===== src/rtl/trig_pkg.sv =====
// Shared trigger-path definitions: FSM states and default pulse timing used by
// both the output pulse shaper and the far-end small_filter.
package trig_pkg;

   typedef enum logic [1:0] {
      IDLE = 2'd0,
      HIGH = 2'd1,
      GAP  = 2'd2
   } trig_state_t;

   localparam int TRIG_WD       = 3;
   localparam int TRIG_PEND_WD  = 2;
   localparam int TRIG_HIGH_CYC = 7;
   localparam int TRIG_LOW_CYC  = 5;

   // small_filter accepts a level held for n cycles; tie it to the shortest phase we emit.
   localparam int TRIG_FILT_N     = (TRIG_HIGH_CYC < TRIG_LOW_CYC) ? TRIG_HIGH_CYC : TRIG_LOW_CYC;
   localparam int TRIG_FILT_BOUND = TRIG_HIGH_CYC + TRIG_LOW_CYC;

endpackage


===== src/rtl/trig_pend_ctr.sv =====
// Saturating up/down counter of queued trigger requests with a sticky drop flag.
module trig_pend_ctr
   import trig_pkg::*;
#(
   parameter int PEND_WD = TRIG_PEND_WD
) (
   input  logic               clk,
   input  logic               rst,
   input  logic               inc,
   input  logic               dec,
   input  logic               ovf_clr,
   output logic [PEND_WD-1:0] pending,
   output logic               ovf
);

   logic full_s;
   logic drop_s;

   assign full_s = (pending == {PEND_WD{1'b1}});
   assign drop_s = inc && !dec && full_s;

   // Queue depth and sticky overflow; a drop in the same cycle beats ovf_clr.
   always_ff @(posedge clk or posedge rst) begin
      if (rst) begin
         pending <= {PEND_WD{1'b0}};
         ovf     <= 1'b0;
      end else begin
         case ({inc, dec})
            2'b10:   pending <= full_s ? pending : pending + PEND_WD'(1);
            2'b01:   pending <= pending - PEND_WD'(1);
            default: pending <= pending;
         endcase
         if (drop_s) begin
            ovf <= 1'b1;
         end else if (ovf_clr) begin
            ovf <= 1'b0;
         end else begin
            ovf <= ovf;
         end
      end
   end

endmodule


===== src/rtl/trig_pulse_shaper.sv =====
// Shapes single-cycle requests into fixed-width trigger pulses with a guaranteed gap.
// Optional TRIG_PULSE_COUNT_EN adds a 16-bit emitted-pulse counter output.
module trig_pulse_shaper
   import trig_pkg::*;
#(
   parameter int WD       = TRIG_WD,
   parameter int HIGH_CYC = TRIG_HIGH_CYC,
   parameter int LOW_CYC  = TRIG_LOW_CYC,
   parameter int PEND_WD  = TRIG_PEND_WD
) (
   input  logic               clk,
   input  logic               rst,
   input  logic               req,
   input  logic               ovf_clr,
   output logic               data_out,
   output logic               data_edge,
   output logic               busy,
   output logic [PEND_WD-1:0] pending,
`ifdef TRIG_PULSE_COUNT_EN
   output logic [15:0]        pulse_count,
`endif
   output logic               ovf
);

   trig_state_t   state_r;
   logic [WD-1:0] timer_r;
   logic          data_out_d_r;
   logic          req_any_s;
   logic          launch_s;

   assign req_any_s = req || (pending != PEND_WD'(0));
   assign data_edge = data_out ^ data_out_d_r;
   assign busy      = (state_r != IDLE) || (pending != PEND_WD'(0));

   // A pulse starts from IDLE at once, or from GAP only once the low time is served.
   always_comb begin
      launch_s = 1'b0;
      case (state_r)
         IDLE:    launch_s = req_any_s;
         GAP:     launch_s = (timer_r == WD'(0)) && req_any_s;
         default: launch_s = 1'b0;
      endcase
   end

   trig_pend_ctr #(
      .PEND_WD (PEND_WD)
   ) u_pend (
      .clk     (clk),
      .rst     (rst),
      .inc     (req),
      .dec     (launch_s),
      .ovf_clr (ovf_clr),
      .pending (pending),
      .ovf     (ovf)
   );

   // Phase FSM with timer and registered pulse output.
   always_ff @(posedge clk or posedge rst) begin
      if (rst) begin
         state_r      <= IDLE;
         timer_r      <= WD'(0);
         data_out     <= 1'b0;
         data_out_d_r <= 1'b0;
      end else begin
         data_out_d_r <= data_out;
         case (state_r)
            IDLE: begin
               if (launch_s) begin
                  state_r  <= HIGH;
                  data_out <= 1'b1;
                  timer_r  <= WD'(HIGH_CYC - 1);
               end
            end
            HIGH: begin
               if (timer_r != WD'(0)) begin
                  timer_r <= timer_r - WD'(1);
               end else begin
                  state_r  <= GAP;
                  data_out <= 1'b0;
                  timer_r  <= WD'(LOW_CYC - 1);
               end
            end
            GAP: begin
               if (timer_r != WD'(0)) begin
                  timer_r <= timer_r - WD'(1);
               end else if (launch_s) begin
                  state_r  <= HIGH;
                  data_out <= 1'b1;
                  timer_r  <= WD'(HIGH_CYC - 1);
               end else begin
                  state_r <= IDLE;
               end
            end
            default: begin
               state_r  <= IDLE;
               data_out <= 1'b0;
               timer_r  <= WD'(0);
            end
         endcase
      end
   end

`ifdef TRIG_PULSE_COUNT_EN
   // Counts every pulse launch; ovf_clr also resets it.
   always_ff @(posedge clk or posedge rst) begin
      if (rst) begin
         pulse_count <= 16'd0;
      end else if (ovf_clr) begin
         pulse_count <= 16'd0;
      end else if (launch_s) begin
         pulse_count <= pulse_count + 16'd1;
      end else begin
         pulse_count <= pulse_count;
      end
   end
`endif

endmodule


===== config.mk =====
export PLATFORM = sky130hd
export DESIGN_NAME = trig_pulse_shaper
export DESIGN_NICKNAME = d
export VERILOG_FILES = /design/src/rtl/trig_pkg.sv /design/src/rtl/trig_pend_ctr.sv /design/src/rtl/trig_pulse_shaper.sv
export SDC_FILE = /design/constraint.sdc
export NUM_CORES = 1
export LEC_CHECK = 0
export CAP_MARGIN = 0
export CELL_PAD_IN_SITES_DETAIL_PLACEMENT = 0
export CELL_PAD_IN_SITES_GLOBAL_PLACEMENT = 1
export CORE_ASPECT_RATIO = 0.7
export CORE_MARGIN = 1.5
export CORE_UTILIZATION = 30
export DETAILED_ROUTE_END_ITERATION = 10
export PLACE_DENSITY = 0.69
export SLEW_MARGIN = 20
export SYNTH_ARGS = -nofsm -noshare
export SYNTH_HDL_FRONTEND = slang
export SYNTH_HIERARCHICAL = 1
export SYNTH_SLANG_ARGS = --single-unit

===== constraint.sdc =====
create_clock -name clk -period 1.85 [get_ports clk]
set_input_delay 0.4625 -clock clk [delete_from_list [all_inputs] [get_ports clk]]
set_output_delay 0.4625 -clock clk [all_outputs]
set_load 0.005 [all_outputs]

==> results of run 1 <==
layer usage:
metal,global-route usage [%],share of wire [%]
met1,18.34,53
met3,5.806,2.1
met5,0,0
met2,21.47,44
met4,3.571,0.83
layout make-up:
cell class	count	area share, %
Inverter	6	2.616
Timing Repair Buffer	25	24.42
Tap cell	22	3.198
Multi-Input combinational cell	44	37.79
Clock buffer	3	2.616
Sequential cell	10	29.36
logic make-up after synthesis:
family	after synthesis	share of synthesized area (%)
muxes	1	1.688
xor gates and xnor gates	1	1.477
DFF	10	42.19
adders and majority gates	2	4.219
and+or+nand+nor	24	23.63
buffers and inverters	8	6.328
AOI/OAI and AO/OA	16	20.47
registers in the layout (all words and copies together) (netlist names):
| signal | cells |
|---|---|
| timer_r | 3 |
| state_r | 2 |
| u_pend/pending | 2 |
| data_out | 1 |
| data_out_d_r | 1 |
| u_pend/ovf | 1 |
per-stage QoR:
stage          instances  TNS [ps]
2_1_floorplan         62         0
3_3_place_gp         100    -312.6
3_5_place_dp         100    -417.8
4_1_cts              103         0
5_1_grt              110    -24.95
6_report             110         0
path summary, 6_finish.rpt:
path / from / endpoint / depth (start not counted)
worst max-delay path: data_out / data_edge / 2
worst min-delay path: rst / u_pend/pending[1] / 2
worst max register to register: u_pend/pending[0] / timer_r[0] / 5
worst min register to register: u_pend/ovf / u_pend/ovf / 2
max in group asynchronous: rst / data_out_d_r / 2
min in group clk: u_pend/ovf / u_pend/ovf / 2
cells in the final DEF, fill, tap and decap left out, drive strengths merged, types with 2 or more instances in the layout:
| master | n |
|---|---|
| dfrtp | 10 |
| o21ai | 2 |
| clkdlybuf4s50 | 9 |
| nor2 | 4 |
| inv | 6 |
| nor3b | 2 |
| a211o | 3 |
| nand2 | 6 |
| nor3 | 3 |
| nor2b | 2 |
| o22ai | 2 |
| buf | 16 |
| clkbuf | 3 |
| ha | 2 |
| nand2b | 4 |
Yosys cell counts:
master    number
dfrtp_1       10
nand2b_1       4
xor2_1         1
o21ai_0        2
ha_1           2
o22ai_1        2
a32oi_1        1
a221o_1        1
nor2_1         4
a211o_1        3
o311ai_1       1
mux2i_1        1
nor3b_1        2
or3_4          1
nor3_1         3
a21o_1         1
inv_1          6
o21bai_1       1
nor2b_1        1
a21oi_1        1
or4_1          1
nand2_1        6
a211oi_1       1
buf_4          2
a22oi_1        1
nor2b_4        1
and2b_2        1
o211a_1        1
critical path: cells and delay by family, from the launching register on:
kind / cells / cell delay, ps
DFF: 1 / 400
xor gates and xnor gates: 1 / 150
buffers and inverters: 1 / 510
power breakdown:
group	internal, W	switching, W	leakage (nW)
combinational	0.000440	0.000330	0.262
clock	0.0000751	0.0000738	0.0138
sequential	0.000318	0.0000803	0.110
repair_timing:
action	in CTS	in global routing
hold endpoints to repair	0	0
resized for setup	3	5
setup endpoints to repair	1	5
setup buffers	0	7
pin swaps	0	2
==> qor.txt, run 1 <==
DR DRC count: 0
Yosys warns: 6
# setup viols final: 0
Pwr Total: 0.001318 W
Syn Area/Cell: 9.566 sq um
CP Class: flip-flop to primary output
Largest net degree at the start of global routing: 13
Hpwl dp: 972.4 microns
TritonCTS clock tree: yes
Static Leak: 0.3861 nW
Final cycle utilization of the critical path: 96.50%
First-pass GRT wire length: 2.263 mm
Crit path time final: 1785 ps
Final non-filler cell area: 860.8 sq um
Slew Limit Headroom: 75.62%
Area Growth Syn to Fin: 45.15%
Die X-Extent: 56.14 microns
DR vias: 542
Sequential share of the synthesized area: 42.19%
CTS sink cnt: 10
Die height: 40.20 microns
Fmax: 560.2 MHz
Clock slew at reported path FFs: 60 ps
Crit path max-delay cell type: clkdlybuf4s50_1
Critical Path Sink Type: primary output
Via/cell ratio: 4.927
Syn nets: 68
Final Hold Vio Count: 0
Total congestion overflow: 0
Status: complete, no violations
FF+latch area: 252.7 sq um
Total routed wirelength: 1.454 mm
Post-layout util: 46.42%
WP data arrival: 1320 ps
Footprint of the multi-input gates: 325.3 sq um
GRT Total Usage: 13.93%
Avg WL per Cell: 13.22 microns
Layout Nets: 96
Worst Path Max Fanout: 3
Max incr delay on CP: 510 ps
Seq cells post-synth: 10
Core footprint: 1854 sq um
DR pass1 iterations: 3
Initial core utilization: 31.98%
DIE AREA: 2257 sq um
Root buffer cell: clkbuf_4
Post-Syn Instances: 62
Pre-CTS WS: -125.6 ps
Count of cell types in the netlist: 28
Final Skew: 1.093 ps
Clock latency on the worst-skew pair: 260 ps
GPL Wtd Cong: 0.7405
Worst vdd ir: 0.7615 mV
Critical Path Source Type: flip-flop
HP Class: input port to asynchronous set/reset pin
Worst slew pin tran: 365.0 ps
Area leader, netlist: dfrtp_1
Number of diodes: 0
CP Cell Sequence: xor2_1 > clkdlybuf4s50_1
Detailed router's first-iteration violation count: 4
I/O pins: 10
Share of cells above drive strength 1: 31.82%
Port Buf Inserts: 9
Number of fill cells: 180
Vias in the first global route: 483
Critical Path RT: 1390 ps
Synth top area cells: dfrtp_1 42%, a211o_1 4.4%, ha_1 4.2%, nand2b_1 4.2%, inv_1 3.8%
Placement Cell Area: 763.2 sq um
Depth of the CTS H-tree: 1
Final Worst Setup Slack: 64.81 ps
Synthesized cell area: 593.1 sq um
Power Dens Cells: 1531 nW/um^2
Hold_buf cts: 0
ANT nets after route: 0
Maximum clock insertion buffer count: 2
Flop-to-flop setup slack: 170 ps
Max Cap Viol: 0
Synth top area share: 42.19%
Initial antenna violation count: 0
Hold WS: 393.2 ps
Slew Viols, Final: 0
Cts bufs inserted: 3
Row count: 13
(Power assumes the default switching activity.)
==> run 2: changes to the inputs <==
Settings changed: CTS_CLUSTER_SIZE set to 28, PLACE_DENSITY 0.69 to not set, PLACE_DENSITY_LB_ADDON set to 0.15.
==> qor.txt, run 2 (same netlist as run 1, synthesis figures left out) <==
Cts bufs inserted: 3 (unchanged)
# setup viols final: 0 (unchanged)
Fmax: 559.1 MHz (was 560.2 MHz)
DIE AREA: 2257 sq um (unchanged)
Crit path capture: busy (was data_edge)
First-pass GRT wire length: 2.173 mm (was 2.263 mm)
Static Leak: 0.3940 nW (was 0.3861 nW)
Final Hold Vio Count: 0 (unchanged)
Critical Path RT: 1390 ps (about the same)
Clock slew at reported path FFs: 70 ps (was 60 ps)
Post-layout util: 46.09% (was 46.42%)
Most frequent cells in the layout: 14 x buf_4, 8 x dfrtp_1, 8 x clkdlybuf4s50_1 (was 16 x buf_4, 9 x clkdlybuf4s50_1, 8 x dfrtp_1)
Crit path time final: 1788 ps (was 1785 ps)
Register with the most flip-flops: timer_r (unchanged)
R2R cell count: 7 (was 5)
Port Buf Inserts: 9 (unchanged)
Largest net degree at the start of global routing: 13 (unchanged)
Via/cell ratio: 4.908 (was 4.927)
Number of fill cells: 187 (was 180)
GRT Total Usage: 13.96% (was 13.93%)
Avg WL per Cell: 12.33 microns (was 13.22 microns)
Slew Limit Headroom: 75.12% (was 75.62%)
HP Class: input port to asynchronous set/reset pin (unchanged)
Worst slew pin tran: 372.4 ps (was 365.0 ps)
Commonest non-fill, non-tap cell in the layout: buf_4 (unchanged)
RR Endpoint: u_pend/pending[0] (was timer_r[0])
CTS sink cnt: 10 (unchanged)
CP Class: flip-flop to primary output (unchanged)
Root buffer cell: clkbuf_4 (unchanged)
RSZ-0062 raised after global routing: false
GPL Wtd Cong: 0.7729 (was 0.7405)
Vias in the first global route: 476 (was 483)
Number of diodes: 0 (unchanged)
Total routed wirelength: 1.344 mm (was 1.454 mm)
Crit. Startpoint: u_pend/pending[1] (was data_out)
Top flop regs: timer_r x3, state_r x2, u_pend/pending x2 (unchanged)
Critical Path Sink Type: primary output (unchanged)
Hold_buf cts: 0 (unchanged)
Layout Nets: 94 (was 96)
Final Skew: 1.957 ps (was 1.093 ps)
Clock latency on the worst-skew pair: 260 ps (about the same)
Worst R2R Start: timer_r[0] (was u_pend/pending[0])
Pre-CTS WS: -172.5 ps (was -125.6 ps)
WP data arrival: 1330 ps (was 1320 ps)
Maximum clock insertion buffer count: 2 (unchanged)
Worst vdd ir: 0.7513 mV (was 0.7615 mV)
Core footprint: 1854 sq um (unchanged)
Worst Path Max Fanout: 8 (was 3)
I/O pins: 10 (unchanged)
Hold WS: 404.6 ps (was 393.2 ps)
Flop-to-flop setup slack: 150 ps (was 170 ps)
Power Dens Cells: 1568 nW/um^2 (was 1531 nW/um^2)
Fin cells: 109 (was 110)
Status: complete, no violations (unchanged)
Area Growth Syn to Fin: 44.09% (was 45.15%)
TritonCTS clock tree: yes (unchanged)
ANT nets after route: 0 (unchanged)
Footprint of the multi-input gates: 317.8 sq um (was 325.3 sq um)
Hpwl dp: 964.5 microns (was 972.4 microns)
DR pass1 iterations: 4 (was 3)
Die X-Extent: 56.14 microns (unchanged)
Critical Path Source Type: flip-flop (unchanged)
Pwr Total: 0.001340 W (was 0.001318 W)
DR DRC count: 0 (unchanged)
Slew Viols, Final: 0 (unchanged)
FF+latch area: 252.7 sq um (unchanged)
Row count: 13 (unchanged)
Initial antenna violation count: 0 (unchanged)
Final Worst Setup Slack: 61.53 ps (was 64.81 ps)
Share of cells above drive strength 1: 28.74% (was 31.82%)
Depth of the CTS H-tree: 1 (unchanged)
Total congestion overflow: 0 (unchanged)
Final cycle utilization of the critical path: 96.67% (was 96.50%)
Initial core utilization: 31.98% (unchanged)
Detailed router's first-iteration violation count: 12 (was 4)
Placed instance count: 99 (was 100)
Die height: 40.20 microns (unchanged)
Max Cap Viol: 0 (unchanged)
DR vias: 535 (was 542)
Flip-flop count of the largest register after layout: 3 (unchanged)
-- run 2: how the worst min path moves through the flow --
stage / start / to / slack (ps) / cells past startpoint
global route: rst / u_pend/ovf / 400 / 2
detailed placement: data_out / data_out_d_r / 460 / 0
global placement: data_out / data_out_d_r / 450 / 0
CTS: rst / u_pend/ovf / 400 / 2
finish: rst / u_pend/ovf / 400 / 2
floorplan: rst / u_pend/ovf / 220 / 1
-- run 2: power by group --
group	total, W	switching [W]	leakage [nW]	internal (W)
registers	0.000399	0.0000806	0.110	0.000318
clock network	0.000199	0.0000795	0.0210	0.000119
logic	0.000742	0.000318	0.262	0.000424
total	0.00134	0.000478	0.394	0.000862
-- run 2: metal layers --
layer | up-vias | global-route usage (%) | routed length, microns
li1 | 270 | - | -
met1 | 242 | 18.83 | 735
met2 | 21 | 18.82 | 500
met4 | 0 | 5.357 | 12
met5 | - | 0 | 0
met3 | 2 | 7.097 | 94
-- run 2: final cells by class --
| class | count | area share [%] |
|---|---|---|
| sequential | 10 | 29.58 |
| multi-input combinational | 44 | 37.19 |
| tap | 22 | 3.221 |
| clock buffer | 4 | 4.246 |
| timing repair buffer | 23 | 23.13 |
| inverter | 6 | 2.635 |
-- run 2: what timing repair did --
| item | in CTS | in global routing |
|---|---|---|
| gates resized for setup | 3 | 3 |
| setup endpoints to repair | 1 | 4 |
| pin swaps | 0 | 1 |
| setup buffers | 0 | 6 |
-- run 2: worst max-delay path: stages (launching register included) --
cell	delay, ps
dfrtp_2	450
nor2_1	120
nand2_1	50
clkdlybuf4s50_1	440
-- run 2: per-stage QoR --
stage / setup TNS, ps / area (sq um)
floorplan: 0 / 593.1
CTS: 0 / 797.0
detailed placement: -487.7 / 755.7
global placement: -423.6 / 755.7
finish: 0 / 854.6
global route: 0 / 854.6
